**src/rtl/axis_pkt_rr_arbiter.sv**
```systemverilog
// Packet-level round-robin arbiter: NUM_SRC AXI4-Stream sources share one
// output stream. A grant is held from the first beat of a packet through its
// tlast beat, so packets are never interleaved downstream. Output beats are
// fully registered through a two-entry (main + skid) buffer and tagged with
// the index of the source that produced them.
module axis_pkt_rr_arbiter #(
  parameter int NUM_SRC    = 4,
  parameter int DATA_WIDTH = 8,
  parameter int CNT_WIDTH  = 16,
  localparam int IDX_W     = (NUM_SRC > 1) ? $clog2(NUM_SRC) : 1,
  localparam int KEEP_W    = DATA_WIDTH / 8
) (
  input  logic                          aclk,
  input  logic                          areset,
  input  logic [NUM_SRC*DATA_WIDTH-1:0] s_axis_tdata,
  input  logic [NUM_SRC*KEEP_W-1:0]     s_axis_tkeep,
  input  logic [NUM_SRC-1:0]            s_axis_tlast,
  input  logic [NUM_SRC-1:0]            s_axis_tvalid,
  output logic [NUM_SRC-1:0]            s_axis_tready,
  output logic [DATA_WIDTH-1:0]         m_axis_tdata,
  output logic [KEEP_W-1:0]             m_axis_tkeep,
  output logic                          m_axis_tlast,
  output logic [IDX_W-1:0]              m_axis_tid,
  output logic                          m_axis_tvalid,
  input  logic                          m_axis_tready,
  output logic [IDX_W-1:0]              grant_idx,
  output logic                          busy,
  output logic [CNT_WIDTH-1:0]          pkt_count
);

  typedef enum logic {
    IDLE = 1'b0,
    XFER = 1'b1
  } state_t;

  state_t                 state_reg, state_next;
  // grant_reg doubles as the last-granted pointer for round-robin scanning.
  logic [IDX_W-1:0]       grant_reg, grant_next;
  logic [CNT_WIDTH-1:0]   pkt_count_reg;

  // Output buffer: main register drives m_axis, skid register catches the
  // beat accepted while the main register is full and not draining.
  logic                   main_valid_reg;
  logic [DATA_WIDTH-1:0]  main_data_reg;
  logic [KEEP_W-1:0]      main_keep_reg;
  logic                   main_last_reg;
  logic [IDX_W-1:0]       main_tid_reg;
  logic                   skid_valid_reg;
  logic [DATA_WIDTH-1:0]  skid_data_reg;
  logic [KEEP_W-1:0]      skid_keep_reg;
  logic                   skid_last_reg;
  logic [IDX_W-1:0]       skid_tid_reg;

  logic                   skid_full;
  logic [NUM_SRC-1:0]     ready_vec;
  logic                   accept;

  // Per-source views of the flattened input buses.
  logic [DATA_WIDTH-1:0]  src_data [NUM_SRC];
  logic [KEEP_W-1:0]      src_keep [NUM_SRC];

  logic [DATA_WIDTH-1:0]  sel_data;
  logic [KEEP_W-1:0]      sel_keep;
  logic                   sel_last;

  logic                   found;
  int                     scan_idx;

  // Both entries occupied is the only condition that stalls the source.
  assign skid_full = main_valid_reg & skid_valid_reg;

  genvar gi;
  generate
    for (gi = 0; gi < NUM_SRC; gi++) begin : g_src
      assign src_data[gi]  = s_axis_tdata[gi*DATA_WIDTH +: DATA_WIDTH];
      assign src_keep[gi]  = s_axis_tkeep[gi*KEEP_W +: KEEP_W];
      // Ready depends only on registered state, never on s_axis inputs.
      assign ready_vec[gi] = (state_reg == XFER) &&
                             (grant_reg == IDX_W'(gi)) && !skid_full;
    end
  endgenerate

  assign s_axis_tready = ready_vec;
  assign accept        = |(s_axis_tvalid & ready_vec);

  assign sel_data = src_data[grant_reg];
  assign sel_keep = src_keep[grant_reg];
  assign sel_last = s_axis_tlast[grant_reg];

  // State and grant registers.
  always_ff @(posedge aclk or posedge areset) begin
    if (areset) begin
      state_reg <= IDLE;
      grant_reg <= IDX_W'(NUM_SRC - 1);
    end else begin
      state_reg <= state_next;
      grant_reg <= grant_next;
    end
  end

  // Next-state logic: round-robin scan in IDLE, hold grant until tlast in XFER.
  always_comb begin
    state_next = state_reg;
    grant_next = grant_reg;
    found      = 1'b0;
    scan_idx   = 0;
    case (state_reg)
      IDLE: begin
        // Scan starts one past the last grant and wraps, so the last winner
        // is considered only after every other source.
        for (int k = 1; k <= NUM_SRC; k++) begin
          scan_idx = (int'(grant_reg) + k) % NUM_SRC;
          if (!found && s_axis_tvalid[scan_idx]) begin
            found      = 1'b1;
            grant_next = IDX_W'(scan_idx);
          end
        end
        if (found) begin
          state_next = XFER;
        end
      end
      XFER: begin
        if (accept && sel_last) begin
          state_next = IDLE;
        end
      end
      default: state_next = IDLE;
    endcase
  end

  // Completed-packet counter, wraps naturally at its width.
  always_ff @(posedge aclk or posedge areset) begin
    if (areset) begin
      pkt_count_reg <= '0;
    end else if (accept && sel_last) begin
      pkt_count_reg <= pkt_count_reg + 1'b1;
    end
  end

  // Two-entry output buffer; order is preserved because the skid entry is
  // always older than anything still at the source.
  always_ff @(posedge aclk or posedge areset) begin
    if (areset) begin
      main_valid_reg <= 1'b0;
      main_data_reg  <= '0;
      main_keep_reg  <= '0;
      main_last_reg  <= 1'b0;
      main_tid_reg   <= '0;
      skid_valid_reg <= 1'b0;
      skid_data_reg  <= '0;
      skid_keep_reg  <= '0;
      skid_last_reg  <= 1'b0;
      skid_tid_reg   <= '0;
    end else begin
      if (skid_valid_reg) begin
        // Source is stalled while skid holds a beat; refill main from skid.
        if (m_axis_tready) begin
          main_data_reg  <= skid_data_reg;
          main_keep_reg  <= skid_keep_reg;
          main_last_reg  <= skid_last_reg;
          main_tid_reg   <= skid_tid_reg;
          skid_valid_reg <= 1'b0;
        end
      end else if (accept) begin
        if (!main_valid_reg || m_axis_tready) begin
          main_valid_reg <= 1'b1;
          main_data_reg  <= sel_data;
          main_keep_reg  <= sel_keep;
          main_last_reg  <= sel_last;
          main_tid_reg   <= grant_reg;
        end else begin
          skid_valid_reg <= 1'b1;
          skid_data_reg  <= sel_data;
          skid_keep_reg  <= sel_keep;
          skid_last_reg  <= sel_last;
          skid_tid_reg   <= grant_reg;
        end
      end else if (m_axis_tready) begin
        main_valid_reg <= 1'b0;
      end
    end
  end

  assign m_axis_tvalid = main_valid_reg;
  assign m_axis_tdata  = main_data_reg;
  assign m_axis_tkeep  = main_keep_reg;
  assign m_axis_tlast  = main_last_reg;
  assign m_axis_tid    = main_tid_reg;
  assign grant_idx     = grant_reg;
  assign busy          = (state_reg == XFER);
  assign pkt_count     = pkt_count_reg;

endmodule

```
**config.mk**
```make
export PLATFORM = sky130hd
export DESIGN_NAME = axis_pkt_rr_arbiter
export DESIGN_NICKNAME = d
export VERILOG_FILES = /design/src/rtl/axis_pkt_rr_arbiter.sv
export SDC_FILE = /design/constraint.sdc
export NUM_CORES = 1
export LEC_CHECK = 0
export CAP_MARGIN = 5
export CORE_UTILIZATION = 47
export CTS_CLUSTER_SIZE = 12
export DETAILED_ROUTE_END_ITERATION = 16
export PLACE_DENSITY = 0.8
export SYNTH_ARGS = -nofsm -noshare
export SYNTH_HDL_FRONTEND = slang
export SYNTH_SLANG_ARGS = --single-unit
export TNS_END_PERCENT = 100
```
**constraint.sdc**
```tcl
create_clock -name aclk -period 3.3 [get_ports aclk]
set_input_delay 0.99 -clock aclk [delete_from_list [all_inputs] [get_ports aclk]]
set_output_delay 0.99 -clock aclk [all_outputs]
set_load 0.02 [all_outputs]
```
# Word-level counts from Yosys, hierarchy flattened

Index checks and enable logic that the tools add are counted.

Register bits: 45
Bits in latches: 0
RAM bits: 0
Memory bits (read-only): 0
Output and inout port bits: 36
Word-level logic and storage cells: 129
Memories kept: 0

Add/sub/neg operators: 5
Multipliers: 0
Divide/modulo/power cells: 0
Order comparisons: 6
Equality and inequality tests: 5
Shift-type cells: 0
Mux-type cells: 58
Bitwise operators: 10
Reductions and logical operators: 32

Operators by type and width:

| cell                  | count |
|---|---|
| $mux 8                | 6 |
| $mux 1                | 36 |
| $add 16x1->16 const B | 1 |
| $bmux 8 s2            | 1 |
| $lt 3x4->1 const B    | 4 |
| $mux 2                | 8 |
| $bmux 1 s2            | 6 |
| $logic_and 1x1->1     | 12 |
| $reduce_and 3->1      | 3 |
| $reduce_or 2->1       | 4 |
| $reduce_bool 2->1     | 3 |
| $logic_not 1->1       | 5 |
| $add 2x1->2 const B   | 2 |
| $add 2x2->2 const B   | 2 |
| $and 1x1->1 const A   | 4 |
| $and 4x4->4           | 1 |
| $eq 2x2->1 const B    | 2 |
| $reduce_bool 4->1     | 1 |
| $reduce_or 4->1       | 1 |
| $ge 3x3->1 const B    | 1 |
| $lt 2x3->1 const B    | 1 |
| $not 1->1             | 3 |
| $not 2->3             | 1 |
| $eq 2x1->1 const B    | 1 |
| other kinds (7)       | 7 |

# Depth between registers and ports, before layout

Depth in word-level cells: 22
Depth in mapped cells: 10
Gate-level depth less buffers: 6

# Worst setup path after synthesis

No wires, ideal clock.

Kind: flip-flop to flip-flop
Start: register grant_reg[1], in the netlist grant_idx[1]
End: register skid_data_reg[0]
Data arrival time: 2.580 ns
Setup slack: 0.595 ns
Stages on the path, launching flop included: 11
Path buffers: 4
Period minus slack after synthesis: 2.705 ns
Path through: dfstp_2 -> buf_2 -> buf_1 -> inv_1 -> ha_1 -> a22o_1 -> o21a_1 -> and3_1 -> buf_2 -> buf_6 -> mux2_4

Word-level cells in the longest chain between the ends: 6
Elaborated cells on any way between the ends: 19
Classes of those cells: eq/ne: 3; mux: 3; bitwise: 2; reduce/logical: 11

Ends and longest elaborated chain:

| what                               | RTL line | text |
|---|---|---|
| start, declared                    | 38       | `logic [IDX_W-1:0] grant_reg, grant_next;` |
| start signal, assigned             | 94       | `grant_reg <= IDX_W'(NUM_SRC - 1);` |
| start signal, assigned             | 97       | `grant_reg <= grant_next;` |
| $eq 2x1->1 (tied with other cells) | 79       | `(grant_reg == IDX_W'(gi)) && !skid_full;` |
| $logic_and 1x1->1                  | 78       | `assign ready_vec[gi] = (state_reg == XFER) &&` |
| $logic_and 1x1->1                  | 79       |  |
| $and 4x4->4                        | 84       | `assign accept = \|(s_axis_tvalid & ready_vec);` |
| $reduce_or 4->1                    | 84       |  |
| $reduce_and 3->1 (no line)         | -        |  |
| end signal, assigned               | 173      | `skid_data_reg <= sel_data;` |
| end, declared                      | 49       | `logic [DATA_WIDTH-1:0] skid_data_reg;` |

Several ways; a longest one is shown, not always the timed one. The select of a mux whose other input is x is not followed.
A chain may end at the register's enable or synchronous reset.

# Worst setup path in the final report

Start: register grant_reg[0], in the netlist grant_idx[0]
End: output port s_axis_tready[0]

Word-level cells in the longest chain between the ends: 3

Ends and longest elaborated chain:

| what              | RTL line | text |
|---|---|---|
| $logic_not 2->1   | 79       |  |
| $logic_and 1x1->1 | 78       |  |
| $logic_and 1x1->1 | 79       |  |
| end, declared     | 19       | `output logic [NUM_SRC-1:0] s_axis_tready,` |

Every way passes these cells.

==> results.md <==
* Run status: finished, final reports clean
* Die area at ~5800 um^2
* Most frequent cells in the layout: clkdlybuf4s50_1, dfrtp_1, nand2_1, mux4_2, mux2_1
* CTS max path bufs at 2
* Clock Tree Root: clkbuf_8
* Top cell type's share of synthesized area at 0.415
* Slowest-stage cell, CP: dfstp_2
* # clock sinks at 45
* Global Route Usage Sum at 0.220
* Worst-path cell chain: inv_1 > ha_1 > and2_1 > clkdlybuf4s50_1
* Layout cells sized above 1 at 0.172
* DIE WIDTH at about 76 um
* Post-route cell area at 3610 um^2
* Worst Reg-to-Reg Cells at 6
* Yosys cell types at 45
* Die height at 76.3 um
* Max_slew headroom at 0.609
* FF+latch count, synth at 45
* Post-Syn Nets at 268
* Reg area at around 1100 um^2
* Fillers at 404
* Critical Path Sink: s_axis_tready[0]
* RD Place Congestion at about 0.8
* Power per cell area at 896 nW/um^2
* Synth Warn # at 0
* Worst Skew at between 0.009 and 0.01 ns
* Layout Nets at approximately 350
* Slew @ Worst Pin at between 0.5 and 0.6 ns
* Detail Route Antenna Nets at 0
* Via count at around 2000
* Cell depth of the worst setup path at 4
* Post-Syn Instances at 216
* RSZ-0062 raised after global routing: no
* Crit Path Max Fanout at 11
* Num CTS Buffers at 5
* # resized after CTS at 0
* Worst-skew pair later-pin latency at 0.30 ns
* Grt ovf at 0
* F_max at ~320 MHz
* Post-synth EDFFs at 0
* R2R Path Start: grant_idx[0]
* CTS tree: yes
* Post-Route WL at 5.89 mm
* Area growth syn-to-layout at 39.0%
* Fin crit period at ~3.1 ns
* Initial DRC count at 127
* Hold buffer count at CTS at 0
* Multi-input gate area at approximately 1400 um^2
* Mapped Area at 2590 um^2
* Initial antenna violation count at 0
* Leakage at 1.56 nW
* Dpl hpwl at 4.41 mm
* Initial Utilization at 0.499
* Async set or reset register ratio after synthesis at 1.00
* Max Slew Vio Count at 0
* Reg2Reg Setup Slack at a little under 0.7 ns
* Core Box Area at 5200 um^2
* Critical Path RT at approximately 2.3 ns
* Post-synthesis sequential area ratio at 0.435
* DRC viols at 0
* Crit Path Category: reg2out
* Tcrit/Tclk final at 0.950
* Syn Area/Cell at 12.0 um^2
* Setup TNS at 0 ns
* Maxcap violations at 0
* Placed Area at roughly 3500 um^2
* Largest register FFs at 16
* Worst path bufs/invs at 2
* CP arrival at 2.15 ns
* Number of hold violations in the final report at 0
* Vias in the first global route at between 2000 and 2500
* Critical Path Sink Type: output port
* Postcts setup bufs at 0
* CTS clock-pin slew for the worst setup and hold paths at 0.08 ns
* # IOs at 83
* Max incr delay on CP at roughly 0.73 ns
* Hold Path Class: reg2reg
* # setup viols final at 0
* Pre-antenna DRT Iters at 4
* CP Launch Type: flip-flop
* Antenna cells at 0
* IO buf count at 82
* Crit path from: grant_idx[0]
* Row cnt at 26
* First-pass GRT wire length at 9.98 mm
* Vias per cell at 5.35
* Most common cell after layout, fill and taps aside: clkdlybuf4s50_1
* Average routed wire per standard cell at 15.8 um
* Synth area leaders: dfrtp_1, mux4_2, nand2_1, mux2_4, mux2_1
* Top FF cell, synth: dfrtp_1
* H-tree levels at 2
* Reg-to-reg endpoint: m_axis_tid[0]
* Worst path top cell family by delay: flip-flops
* Area leader, netlist: dfrtp_1
* Peak supply drop at 507 uV
* Largest net degree at the start of global routing at 20
-- layer usage --
| layer | GRT usage | up-vias | part of all wire |
|---|---|---|---|
| met3 | 0.0347 | 8 | 0.051 |
| met1 | 0.291 | 990 | 0.44 |
| met2 | 0.359 | 52 | 0.49 |
| li1 | - | 939 | - |
| met4 | 0.0923 | 0 | 0.019 |
| met5 | 0 | - | 0 |
-- how the worst min path moves through the flow --
stage	from	end	slack, ns	cells past startpoint
floorplan	skid_data_reg[7]	skid_data_reg[7]	0.48	1
global placement	pkt_count[15]	pkt_count[15]	0.46	1
detailed placement	pkt_count[15]	pkt_count[15]	0.46	1
CTS	pkt_count[15]	pkt_count[15]	0.48	1
global route	pkt_count[15]	pkt_count[15]	0.49	1
finish	pkt_count[15]	pkt_count[15]	0.47	1
-- layout make-up --
cell class / instances / share of cell area
timing repair buffer: 89 / 0.242
clock inverter: 1 / 0.00832
sequential: 45 / 0.313
multi-input combinational: 153 / 0.381
clock buffer: 7 / 0.0239
tap: 70 / 0.0243
inverter: 7 / 0.00728
-- logic make-up after synthesis --
logic type | count (synthesis) | share of synthesized area
xor gates and xnor gates | 15 | 0.0506
and+or+nand+nor | 72 | 0.139
muxes | 42 | 0.249
AOI/OAI and AO/OA | 19 | 0.0670
buffers and inverters | 18 | 0.0352
adders and majority gates | 5 | 0.0241
DFF | 45 | 0.435
-- cell usage after synthesis, types with 3 or more instances --
cell       n
ha_1       5
buf_2      4
mux2_4     9
mux2_2     9
dfrtp_1   43
and2_1     4
o21ai_0    3
nor2_1     4
nor3_1     6
mux4_2    10
xor2_1     9
mux2_1    10
xnor2_1    6
inv_1      7
clkbuf_1   3
nand2_1   39
nand3_1    4
nand4_1    3
-- report_power, final --
group | internal (mW) | switching [mW] | total (mW)
clock | 0.247 | 0.180 | 0.427
combinational | 0.946 | 0.857 | 1.80
sequential | 0.782 | 0.218 | 1.00
-- through the flow --
stage / utilization / std cells / setup slack (ns) / hold slack (ns) / power [mW]
final: 0.693 / 372 / 0.165 / 0.470 / 3.23
after CTS: 0.693 / 372 / 0.153 / 0.476 / 3.24
after global placement: 0.671 / 364 / 0.252 / 0.457 / 2.77
after detailed placement: 0.671 / 364 / 0.223 / 0.460 / 2.80
after floorplan: - / 216 / 0.595 / 0.481 / 2.21
after global routing: 0.693 / 372 / 0.0809 / 0.495 / 3.43
(Power assumes the default switching activity.)
